File: config.mk
export PLATFORM = sky130hd
export DESIGN_NAME = bus_arbiter
export DESIGN_NICKNAME = d
export VERILOG_FILES = /design/src/rtl/bus_arb_pkg.sv /design/src/rtl/arb_tenure_timer.sv /design/src/rtl/bus_arbiter.sv
export SDC_FILE = /design/constraint.sdc
export NUM_CORES = 1
export LEC_CHECK = 0
export CAP_MARGIN = 40
export CORE_MARGIN = 3
export CORE_UTILIZATION = 45
export CTS_CLUSTER_SIZE = 40
export DETAILED_ROUTE_END_ITERATION = 7
export PLACE_DENSITY = 0.72
export REMOVE_ABC_BUFFERS = 1
export SLEW_MARGIN = 20
export SYNTH_ARGS = -nofsm -noshare
export SYNTH_HDL_FRONTEND = slang
export SYNTH_SLANG_ARGS = --single-unit
File: constraint.sdc
create_clock -name clk -period 1.4 [get_ports clk]
set_input_delay 0.21 -clock clk [delete_from_list [all_inputs] [get_ports clk]]
set_output_delay 0.21 -clock clk [all_outputs]
set_load 0.1 [all_outputs]
File: src/rtl/bus_arb_pkg.sv
// rtl/bus_arb_pkg.sv - shared state encoding and master ids for the bus arbiter
package bus_arb_pkg;

  typedef enum logic [1:0] {
    IDLE = 2'd0,
    OWN1 = 2'd1,
    OWN2 = 2'd2
  } arb_state_e;

  localparam logic MID_M1 = 1'b0;
  localparam logic MID_M2 = 1'b1;

  localparam int TO_W_DEFAULT = 8;

endpackage

File: src/rtl/arb_tenure_timer.sv
// rtl/arb_tenure_timer.sv - per-tenure cycle counter with expire flag
module arb_tenure_timer
  import bus_arb_pkg::*;
#(
  parameter int TIMEOUT = 255,
  parameter int TO_W    = TO_W_DEFAULT
) (
  input  logic clk,
  input  logic rst,
  input  logic clr,
  input  logic en,
  output logic expire
);

  logic [TO_W-1:0] count_q, count_d;

  always_comb begin
    count_d = count_q;
    if (clr) begin
      count_d = '0;
    end else if (en) begin
      count_d = count_q + TO_W'(1);
    end
  end

  always_ff @(posedge clk) begin
    if (rst) begin
      count_q <= '0;
    end else begin
      count_q <= count_d;
    end
  end

  // Count reads 0 on the first owned cycle, so TIMEOUT-1 marks the last allowed one.
  assign expire = (TIMEOUT != 0) && (count_q == TO_W'(TIMEOUT - 1));

endmodule

File: src/rtl/bus_arbiter.sv
// rtl/bus_arbiter.sv - two-master bus grant controller with split and tenure timeout
module bus_arbiter
  import bus_arb_pkg::*;
#(
  parameter bit RR_EN    = 1'b0,
  parameter bit SPLIT_EN = 1'b1,
  parameter int TIMEOUT  = 255,
  parameter int TO_W     = TO_W_DEFAULT
) (
  input  logic clk,
  input  logic rst,
  input  logic m1_breq,
  input  logic m2_breq,
  output logic m1_bgrant,
  output logic m2_bgrant,
  output logic m1_split,
  output logic m2_split,
  input  logic split_req,
  input  logic split_done,
  output logic split_grant,
  output logic bus_sel,
  output logic bus_busy,
  output logic timeout
);

  arb_state_e state_q, state_d;
  logic m1_split_q, m1_split_d, m2_split_q, m2_split_d;
  logic done_pend_q, done_pend_d, rr_last_q, rr_last_d;
  logic split_grant_q, split_grant_d, bus_sel_q, bus_sel_d, timeout_q, timeout_d;
  logic owning, owner, own_breq, any_split, elig1, elig2, pick_m2, expire;

  assign owning    = (state_q == OWN1) || (state_q == OWN2);
  assign owner     = (state_q == OWN2) ? MID_M2 : MID_M1;
  assign own_breq  = (owner == MID_M2) ? m2_breq : m1_breq;
  assign any_split = m1_split_q | m2_split_q;
  assign elig1     = m1_breq & ~m1_split_q;
  assign elig2     = m2_breq & ~m2_split_q;
  // On a tie fixed priority favours M1; round-robin favours whoever did not own last.
  assign pick_m2   = elig2 & (~elig1 | (RR_EN & (rr_last_q == MID_M1)));

  arb_tenure_timer #(
    .TIMEOUT (TIMEOUT),
    .TO_W    (TO_W)
  ) u_timer (
    .clk    (clk),
    .rst    (rst),
    .clr    (~owning),
    .en     (owning),
    .expire (expire)
  );

  always_comb begin
    state_d       = state_q;
    m1_split_d    = m1_split_q;
    m2_split_d    = m2_split_q;
    rr_last_d     = rr_last_q;
    split_grant_d = split_grant_q;
    bus_sel_d     = bus_sel_q;
    timeout_d     = 1'b0;
    done_pend_d   = done_pend_q | (SPLIT_EN & split_done & any_split);
    unique case (state_q)
      IDLE: begin
        if (SPLIT_EN && done_pend_q && any_split) begin
          state_d       = m1_split_q ? OWN1 : OWN2;
          bus_sel_d     = m1_split_q ? MID_M1 : MID_M2;
          m1_split_d    = 1'b0;
          m2_split_d    = 1'b0;
          done_pend_d   = 1'b0;
          split_grant_d = 1'b1;
        end else if (elig1 || elig2) begin
          state_d   = pick_m2 ? OWN2 : OWN1;
          bus_sel_d = pick_m2 ? MID_M2 : MID_M1;
        end
      end
      OWN1, OWN2: begin
        if (SPLIT_EN && split_req && !any_split) begin
          state_d = IDLE;
          if (owner == MID_M1) m1_split_d = 1'b1;
          else                 m2_split_d = 1'b1;
        end else if (!own_breq) begin
          state_d = IDLE;
        end else if (expire) begin
          state_d   = IDLE;
          timeout_d = 1'b1;
        end
        if (state_d == IDLE) begin
          rr_last_d     = owner;
          split_grant_d = 1'b0;
        end
      end
      default: state_d = IDLE;
    endcase
  end

  always_ff @(posedge clk) begin
    if (rst) begin
      state_q       <= IDLE;
      m1_split_q    <= 1'b0;
      m2_split_q    <= 1'b0;
      done_pend_q   <= 1'b0;
      rr_last_q     <= MID_M1;
      split_grant_q <= 1'b0;
      bus_sel_q     <= MID_M1;
      timeout_q     <= 1'b0;
    end else begin
      state_q       <= state_d;
      m1_split_q    <= m1_split_d;
      m2_split_q    <= m2_split_d;
      done_pend_q   <= done_pend_d;
      rr_last_q     <= rr_last_d;
      split_grant_q <= split_grant_d;
      bus_sel_q     <= bus_sel_d;
      timeout_q     <= timeout_d;
    end
  end

  assign m1_bgrant   = (state_q == OWN1);
  assign m2_bgrant   = (state_q == OWN2);
  assign m1_split    = m1_split_q;
  assign m2_split    = m2_split_q;
  assign split_grant = split_grant_q;
  assign bus_sel     = bus_sel_q;
  assign bus_busy    = m1_bgrant | m2_bgrant;
  assign timeout     = timeout_q;

endmodule

[Word-level counts from Yosys, hierarchy flattened]
Cells that the tools add are included.
Word-level totals
  bits of input ports: 6
  word-level logic and storage cells: 75
  bits in registers: 16
  output and inout port bits: 8
Cells by class
  mux-type cells: 28
  reductions and logical operators: 16
  equal/unequal tests: 9
  add/sub/neg operators: 1
  bitwise gates (word level): 13
Operators with widths (count)
  $mux 1: 16
  $mux 2: 8
  $ne 2x2->1 const B: 5
  $add 8x1->8 const B: 1
  $eq 8x8->1 const B: 1
  $reduce_and 4->1: 2
  $not 1->1: 6
  $pmux 1 s2: 3
  $and 1x1->1: 4
  $logic_not 2->1: 2
  $pmux 2 s2: 1
  $reduce_bool 2->1: 2
  $reduce_or 2->1: 2
  $reduce_or 4->1: 1
  $ne 3x3->1 const B: 1
  $or 1x1->1: 3
  $reduce_and 3->1: 1
  $eq 2x1->1 const B: 1
  $eq 2x2->1 const B: 1
  $logic_and 1x1->1: 2
  $logic_or 1x1->1: 2
  $reduce_and 2->1: 1
  $logic_not 1->1: 1

[Depth between registers and ports, before layout]
Gate-level depths: netlist of run 1.
  word-level depth: 9
  mapped depth: 7
  mapped depth without buffers: 6

[Cells and area by module]
A second synthesis of run 1 with hierarchy kept.
Second synthesis, totals
  cells, all modules: 104
  area total of the unflattened synthesis: 907.1 um^2
By module, submodules not included
  bus_arbiter: instances 1, area an instance 539.3 um^2, cells each 62, seq. area each 160.2 um^2
  arb_tenure_timer: instances 1, area an instance 367.9 um^2, cells each 42, seq. area each 160.2 um^2

[Worst setup path before layout of run 1]
Ideal clock, no wire load.
  kind: reg2reg
  start: reg state_q[0]
  end: reg split_grant_q, in the netlist split_grant
  cell stages (with the launch flop): 7
  period minus slack after synthesis: 2178 ps
  buffers on the path: 0
  setup time: 71 ps
  arrival time: 2107 ps
  slack: -778 ps
  data required time: 1329 ps
  path through: dfxtp_1 -> inv_1 -> ha_1 -> mux2i_1 -> a211oi_1 -> o2111ai_1 -> a21oi_1
On the way
  word-level cells in the longest chain between the ends: 9
  elaborated cells between the ends (all ways): 16
  classes of those cells: 4 x eq/ne; 7 x mux; 5 x reduce/logical
Ends and longest elaborated chain
  start: declaration: RTL line bus_arbiter.sv:26  | arb_state_e state_q, state_d;
  start signal: assignment: RTL line bus_arbiter.sv:106  | state_q <= state_d;
  $eq 2x2->1 *
  named net m2_bgrant: RTL line bus_arbiter.sv:15  | output logic m2_bgrant,
  $mux 1: RTL line bus_arbiter.sv:33  | assign owner = (state_q == OWN2) ? MID_M2 : MID_M1;
  $mux 1: RTL line bus_arbiter.sv:34  | assign own_breq = (owner == MID_M2) ? m2_breq : m1_breq;
  $mux 2: RTL line bus_arbiter.sv:80  | end else if (!own_breq) begin
  $mux 2: RTL line bus_arbiter.sv:76  | if (SPLIT_EN && split_req && !any_split) begin
  $mux 2: RTL line bus_arbiter.sv:61  | unique case (state_q)
  $logic_not 2->1: RTL line bus_arbiter.sv:86  | if (state_d == IDLE) begin
  $ne 2x2->1 (no source line)
  $reduce_and 3->1 (no source line)
  end signal: assignment: RTL line bus_arbiter.sv:111  | split_grant_q <= split_grant_d;
  end: declaration: RTL line bus_arbiter.sv:29  | logic split_grant_q, split_grant_d, bus_sel_q, bus_sel_d, timeout_q, timeout_d;
Mark *: on every way through the listed nets, which the timed path passes. The rest lies on a longest branch. The select of a mux whose other input is x is not followed.
A chain may end at the register's enable or synchronous reset.

[Worst setup path after layout of run 1]
  start: reg state_q[1]
  end: reg state_q[1]
On the way
  word-level cells in the longest chain between the ends: 7
  elaborated cells between the ends (all ways): 12
  classes of those cells: 3 x eq/ne; 7 x mux; 2 x reduce/logical
Ends and longest elaborated chain (RTL line)
  $eq 2x2->1: bus_arbiter.sv:33, bus_arbiter.sv:61
  $mux 1: bus_arbiter.sv:33
  $mux 1: bus_arbiter.sv:34
  $mux 2: bus_arbiter.sv:80
  $mux 2: bus_arbiter.sv:76
  $mux 2: bus_arbiter.sv:61
  $pmux 2 s2: bus_arbiter.sv:61
Parallel ways exist; a longest one is shown, timed or not. The select of a mux whose other input is x is not followed.

==> flow_results.org, run 1 <==
** Clock tree
- Quantity of hold-fixing buffers added after cts :: 0
- Postcts setup bufs :: 0
- After clock tree synthesis, the clock-pin slew on the worst setup and hold paths is 0.10 ns.
- TritonCTS built the clock tree.
- No sink is reached through more buffers than the 2 on the longest clock path.
- Worst-Skew Late Latency :: 0.30 ns
- TritonCTS created 3 clock buffers.
- The root buffer cell chosen for the clock tree is sky130_fd_sc_hd__clkbuf_4.
- For this design, the sink count on the clock tree is 16.
- Number of levels in the clock H-tree :: 1

** Drt
- Via-per-instance ratio :: 5.46
- For this block, the initial DRC count from the detailed router was 22.
- Detailed routing inserted a total of around 800 vias.
- After detailed routing, the average wire length per cell comes to 15.7 um.
- In this run the remaining antenna-violating nets after routing total 0.
- The first detailed-routing pass took 4 iterations.
- For this run, design rule violations remaining after detail routing come to 0.
- Wires add up to 2.30 mm.

** Timing
- Setup TNS :: -0.438 ns
- For this run, the top clock speed supported by timing is approximately 660 MHz.
- Setup violations remaining at the end of the flow were counted as 6.
- In the finished design, the share of the clock period the worst path needs comes to 1.08.
- Min cycle time layout :: roughly 1.5 ns
- Worst Slack Setup Final :: -0.117 ns
- Count of endpoints failing hold in the final timing report :: 0
- For the pin with the worst max-slew slack, the measured transition is 0.298 ns.
- Largest clock skew in the final design :: roughly 0.0065 ns
- Final Slew Violations :: 0
- Measured against its own limit, the worst slew margin works out to 0.801.
- Setup repair after global routing could not meet its margin everywhere.

** Finish
- # nets final :: 136
- # fillers :: 110
- Utilization of the core after routing :: 0.805
- After routing the design area is 1310 um2.
- Compared with the post-synthesis result, the final layout area differs by 57.4%.
- 0 antenna diodes ended up in the layout.
- Share of final-layout standard cells stronger than drive strength 1 :: 0.407

** Setup path
- Cell with the biggest individual delay on the critical path :: sky130_fd_sc_hd__or4b_4
- Worst Path Buf+Inv :: 1
- Crit path largest cell delay :: 0.53 ns
- Gate family responsible for the most delay along the worst path :: simple AND/OR/NAND/NOR gates
- For the worst setup path, the data required time is about 1.6 ns.
- Along the worst path, the maximum fanout reaches 4.
- Arrival time at the worst endpoint :: 1.74 ns
- The worst setup path is of the reg2reg kind.
- STA classifies the critical path endpoint as a flip-flop.
- The worst setup path is launched from a flip-flop.
- The signal on the critical path passes through buf_4, ha_2, or4b_4, a31oi_1.

** Yosys
- Cell count after synthesis :: 93
- Avg Cell Area, Syn :: 8.96 um2
- The Yosys step of the flow raised 0 warnings.
- The synthesized netlist contains 33 unique library cells.
- Of all flip-flops after synthesis, the portion carrying an async set or reset was 0.
- Post-synthesis cell area :: roughly 830 um2
- Synth top area cells :: sky130_fd_sc_hd__dfxtp_1 38%, sky130_fd_sc_hd__ha_1 9.0%, sky130_fd_sc_hd__nor2_1 4.5%
- The commonest cells after synthesis are 16 x sky130_fd_sc_hd__dfxtp_1, 10 x sky130_fd_sc_hd__nor2_1, 6 x sky130_fd_sc_hd__a21oi_1, 6 x sky130_fd_sc_hd__ha_1, 6 x sky130_fd_sc_hd__inv_1.
- The share of synthesized area in the top cell type comes to 0.384.
- In this run, synthesis produced a sequential element count of 16.
- sky130_fd_sc_hd__dfxtp_1 takes more of the synthesized area than any other cell.
- Dominant cell by count in the synthesized netlist :: sky130_fd_sc_hd__dfxtp_1
- Sequential cell area fraction in the yosys report :: 0.384
- The synthesized design contains 0 enable-type register cells.
- Commonest register cell after synthesis :: sky130_fd_sc_hd__dfxtp_1

** Die
- Core Area :: about 1600 um2
- Number of top-level design ports :: 14
- Die Span X :: ~49 um
- Initial Util :: 0.512
- Total Die Area :: 2400 um2
- Measured along the y axis, the die boundary spans between 40 and 50 um.
- Number of rows created at floorplan :: 14

** Placed design
- OpenSTA, run right after detailed placement, puts the worst setup slack at -0.393 ns.
- Detailed placement finished with a half-perimeter wire length of between 1 and 1.5 mm.
- Routability cong. :: around 0.85
- Placed standard-cell area :: between 1000 and 1500 um2
- Quantity of I/O buffers inserted on ports :: 13

** GRT
- Antenna violations before repair :: 0
- Summed over all layers, the global routing overflow is 0.
- For this run, the total global-route usage over all layers was measured as 0.204.
- Largest net degree at the start of global routing :: 10
- The via count of the first global-routing pass came to 797.
- The first global-routing pass estimated ~3.8 mm of wire.

** Power and ir drop
- Overall power consumption :: between 0.001 and 0.0015 W
- Peak supply drop :: 0.707 mV
- Summed over all cells, the static leakage comes to approximately 0.47 nW.
- P per Cell Area :: approximately 930 nW/um2

** Run
- Max-cap violations in this run came to 0.

** Run status
- The checks that failed: setup timing.
- The flow ran to the end, but the final reports show violations.

** Min path
- Worst min-delay path category :: reg2reg
[layer usage]
metal / up-vias / routed length (um) / track usage
met5: - / 0 / 0
met4: 0 / 40 / 0.0853
met3: 5 / 61 / 0.0275
met2: 17 / 1080 / 0.317
met1: 384 / 1120 / 0.281
li1: 396 / - / -
[final timing paths]
path | start | end | depth (start not counted) | slack [ns]
setup / recovery | state_q[1] | state_q[1] | 4 | -0.12
hold / removal | u_timer.count_q[0] | u_timer.count_q[0] | 1 | 0.50
setup reg to reg | state_q[1] | state_q[1] | 4 | -0.12
hold reg to reg | u_timer.count_q[0] | u_timer.count_q[0] | 1 | 0.50
[cell families after synthesis]
| group | Yosys count | share of synthesized area |
|---|---|---|
| buffers and inverters | 9 | 0.0405 |
| adder cells (fa/ha/maj) | 6 | 0.0901 |
| AO/OA/AOI/OAI | 17 | 0.141 |
| multiplexers | 2 | 0.0240 |
| XOR/XNOR | 5 | 0.0526 |
| flip-flops | 16 | 0.384 |
| AND/OR/NAND/NOR | 38 | 0.267 |
[cell usage in the layout, fill, tap and decap left out, types with 2 or more instances in the layout]
| cell | count |
|---|---|
| sky130_fd_sc_hd__or3_1 | 2 |
| sky130_fd_sc_hd__inv_2 | 2 |
| sky130_fd_sc_hd__nand4b_1 | 3 |
| sky130_fd_sc_hd__o21ai_0 | 2 |
| sky130_fd_sc_hd__nor2_1 | 10 |
| sky130_fd_sc_hd__clkdlybuf4s50_1 | 5 |
| sky130_fd_sc_hd__ha_2 | 2 |
| sky130_fd_sc_hd__nand3_1 | 5 |
| sky130_fd_sc_hd__ha_1 | 2 |
| sky130_fd_sc_hd__a21oi_1 | 5 |
| sky130_fd_sc_hd__a31oi_1 | 2 |
| sky130_fd_sc_hd__buf_12 | 8 |
| sky130_fd_sc_hd__buf_4 | 14 |
| sky130_fd_sc_hd__nor3b_1 | 2 |
| sky130_fd_sc_hd__dfxtp_4 | 2 |
| sky130_fd_sc_hd__clkbuf_4 | 3 |
| sky130_fd_sc_hd__mux2i_1 | 2 |
| sky130_fd_sc_hd__xor2_1 | 4 |
| sky130_fd_sc_hd__dfxtp_1 | 12 |
| sky130_fd_sc_hd__buf_6 | 2 |
| sky130_fd_sc_hd__inv_1 | 3 |
| sky130_fd_sc_hd__dfxtp_2 | 2 |
| sky130_fd_sc_hd__ha_4 | 2 |
| sky130_fd_sc_hd__nand4_1 | 2 |
| sky130_fd_sc_hd__nand2_1 | 3 |
| sky130_fd_sc_hd__nor2b_2 | 2 |
[power breakdown]
part | internal, W | switching (W) | leakage [nW]
Clock | 0.000159 | 0.000164 | 0.0210
Combinational | 0.000178 | 0.000231 | 0.321
Sequential | 0.000470 | 0.0000218 | 0.132
Total | 0.000807 | 0.000417 | 0.474
[sequential cells by signal, summed over array words and instances, names as in the netlist]
name and count:
m2_split 1, u_timer.count_q 8, timeout 1, state_q 2, done_pend_q 1, split_grant 1, m1_split 1, bus_sel 1
[stage by stage]
stage | hold slack [ns] | instances
final | 0.498 | 147
after detailed placement | 0.469 | 143
after floorplan | 0.279 | 90
after global placement | 0.460 | 143
after global routing | 0.523 | 147
after CTS | 0.492 | 147
[layout make-up]
class                   count  area, um2  area share
clock buffers               4       36.3      0.0277
well taps                  24       30.0      0.0229
multi-input cells          68        552       0.421
flip-flops and latches     16        330       0.252
repair buffers             29        338       0.258
inverters                   6       25.0      0.0191
[what timing repair did]
action | CTS | global route
pin swaps | 4 | 3
setup endpoints to repair | 9 | 10
hold endpoints to repair | 0 | 0
gates resized for setup | 16 | 10
Power figures use the tool's default switching activity.
==> run 2, diff against run 1 <==
==> constraint.sdc (replaced) <==
create_clock -name clk -period 1.4 [get_ports clk]
set_input_delay 0.21 -clock clk [delete_from_list [all_inputs] [get_ports clk]]
set_output_delay 0.21 -clock clk [all_outputs]
set_load 0.05 [all_outputs]
==> flow_results.org, run 2 (same netlist as run 1, synthesis figures left out) <==
** Drt
- 1st-pass router iterations :: 4
- The detail route stage leaves a number of antenna-violating nets equal to 0.
- The routed layout has 829 vias.
- Number of remaining DRC errors :: 0
- Initial DRC count :: 22
- Final Routed Wirelength :: around 2.3 mm
- After detailed routing, the number of vias per cell comes to between 5 and 6.
- Routed wirelength normalized by instance count :: 15.7 um

** Setup path
- Startpoint Class :: input pin
- The number of cells on the worst reg-to-reg path is 4.
- STA puts the critical path data arrival time at 1.72 ns.
- Critical Path Source :: m2_breq
- The most critical setup path has its endpoint at state_q[1].
- Critical path endpoint category :: flip-flop
- Required time at the worst-slack endpoint :: between 1.5 and 2 ns
- Across all register-to-register paths, the minimum setup slack is -0.08 ns.
- The endpoint identified for the worst register-to-register timing path is state_q[1].
- Along the worst path, the maximum fanout reaches 3.
- The worst setup path is of the in2reg kind.
- In this run the critical register-to-register path is launched from state_q[1].

** Timing
- In the post-route analysis, the smallest setup slack over all paths is -0.0932 ns.
- Transition time at the pin with the least slew margin :: around 0.30 ns
- Based on the critical path, the design can be clocked at up to 670 MHz.
- Dividing the final minimum period by the clock period gives 1.07.
- Slew margin rel. :: 0.798
- Unrepaired setup endpoints after global routing :: yes
- Final Slew Violations :: 0
- Setup violations, final :: 7
- For the finished layout, the period the worst path requires is 1.49 ns.
- Largest clock skew in the final design :: 0.00862 ns
- For the final routed database, the setup TNS stands at -0.262 ns.
- The total count of hold-check failures in the final report came to 0.

** Power and ir drop
- Switch share :: 0.304
- In this run the power spent charging and discharging nets is 0.000355 W.
- Sequential fraction of design power :: 0.421
- Internal cell power :: 0.000812 W
- Clock share of power :: 0.268
- P per Cell Area :: approximately 870 nW/um2
- IR analysis of the VDD net gives a maximum drop of 0.588 mV.
- Static leakage :: between 0.4 and 0.5 nW
- Of the total power, combinational logic draws 0.311.
- The design draws between 0.001 and 0.0015 W.

** Run
- Across the run, the number of max-cap violations was 0.

** Die
- Initial Util :: 0.512
- 14 I/O pins were placed.
- The region available for standard cell placement spans 1630 um2.
- Total Die Area :: 2400 um2
- Measured along the x axis, the die boundary spans roughly 49 um.
- Height of the die :: 49.0 um
- Row generation in the floorplan step produced 14 rows.

** GRT
- First-pass GRT wire length :: between 3 and 4 mm
- Entering global routing, the biggest net connects 10 pins.
- Total congestion overflow :: 0
- GRT Overall Usage :: 0.198
- The via count of the first global-routing pass was 784.
- The initial antenna violation count came to 0.

** Placed design
- At the placement stage, the worst setup path has a slack of -0.393 ns.
- Half-perimeter wire length after placement :: 1.45 mm
- Routability cong. :: 0.854
- Quantity of I/O buffers inserted on ports :: 13

** Clock tree
- Clock Root Buffer :: sky130_fd_sc_hd__clkbuf_4
- Number of levels in the clock H-tree :: 1
- Number of buffers added by the clock tree synthesis step :: 3
- Worst-path clk slew :: 0.10 ns
- The longest clock path from root to sink contains 2 buffers.
- Worst-Skew Late Latency :: 0.30 ns
- TritonCTS built the clock tree.
- Clock sinks :: 16

** Finish
- # fillers :: 94
- The register with the most flip-flops in the layout has 8 of them.
- The library cell used most frequently in the layout, excluding fill and tap cells, is sky130_fd_sc_hd__buf_4.
- From synthesis to final layout, the design area changed by 61.7%.
- Register ranked first by flip-flop count :: u_timer.count_q
- Across the whole layout, storage elements account for about 330 um2.
- The multi-input combinational cells in the finished layout cover a total of 577 um2.
- Largest registers :: u_timer.count_q: 8 flops, state_q: 2 flops
- Share of final-layout standard cells stronger than drive strength 1 :: 0.435
- The number of antenna diodes in the final layout is 0.
- # nets final :: about 140
- In the layout the commonest cells are 15 x sky130_fd_sc_hd__buf_4, 11 x sky130_fd_sc_hd__dfxtp_1, 10 x sky130_fd_sc_hd__nor2_1.

** Run status
- The checks that failed: setup timing.
- The run finished, with violations left.

** Min path
- Worst min-delay path category :: reg2reg
==> run 2: changes by cell type in the layout (fill, tap and decap cells not counted), sizes merged <==
cell | previous run | this run
buf | 24 | 25
==> run 2: worst min path at each step <==
stage / startpoint / to / cells past startpoint / slack (ns)
floorplan: rst / m1_split / 1 / 0.28
detailed placement: u_timer.count_q[0] / u_timer.count_q[0] / 1 / 0.47
finish: u_timer.count_q[0] / u_timer.count_q[0] / 1 / 0.50
global route: u_timer.count_q[0] / u_timer.count_q[0] / 1 / 0.52
CTS: u_timer.count_q[0] / u_timer.count_q[0] / 1 / 0.49
global placement: u_timer.count_q[0] / u_timer.count_q[0] / 1 / 0.46
==> run 2: cell type report <==
class                           instances  share of cell area
Multi-Input combinational cell         68               0.428
Timing Repair Buffer                   30               0.256
Sequential cell                        16               0.248
Clock buffer                            4              0.0269
Tap cell                               24              0.0223
Inverter                                6              0.0186
==> run 2: what timing repair did <==
item / in CTS / in global routing
buffers inserted: 0 / 1
gates resized for setup: 14 / 19
setup endpoints to repair: 9 / 10
hold buffers: 0 / 0
pin swaps: 4 / 4
==> run 2: metrics by stage <==
stage | utilization | area (um2) | hold slack, ns | std cells
floorplan | - | 822 | 0.279 | 90
global placement | 0.726 | 1180 | 0.460 | 143
detailed placement | 0.726 | 1180 | 0.469 | 143
CTS | 0.776 | 1260 | 0.492 | 147
global route | 0.827 | 1350 | 0.523 | 148
finish | 0.827 | 1350 | 0.496 | 148
==> run 2: power by group through the flow <==
stage	registers, W	clock network (W)	logic (W)
after floorplan	0.000516	0	0.000121
after CTS	0.000489	0.000322	0.000324
final	0.000491	0.000313	0.000363
after global placement	0.000498	0	0.000295
after global routing	0.000494	0.000350	0.000383
after detailed placement	0.000499	0	0.000299
==> run 2: routing by layer <==
layer	routed length, um	track usage
met4	85	0.0853
met2	1090	0.299
met3	116	0.0306
met5	0	0
met1	1020	0.277
==> run 2: critical path, stage by stage <==
cell	delay, ns
sky130_fd_sc_hd__clkdlybuf4s50_1	0.53
sky130_fd_sc_hd__nor2b_4	0.21
sky130_fd_sc_hd__a32oi_2	0.09
sky130_fd_sc_hd__or4b_4	0.50
sky130_fd_sc_hd__a31oi_1	0.18
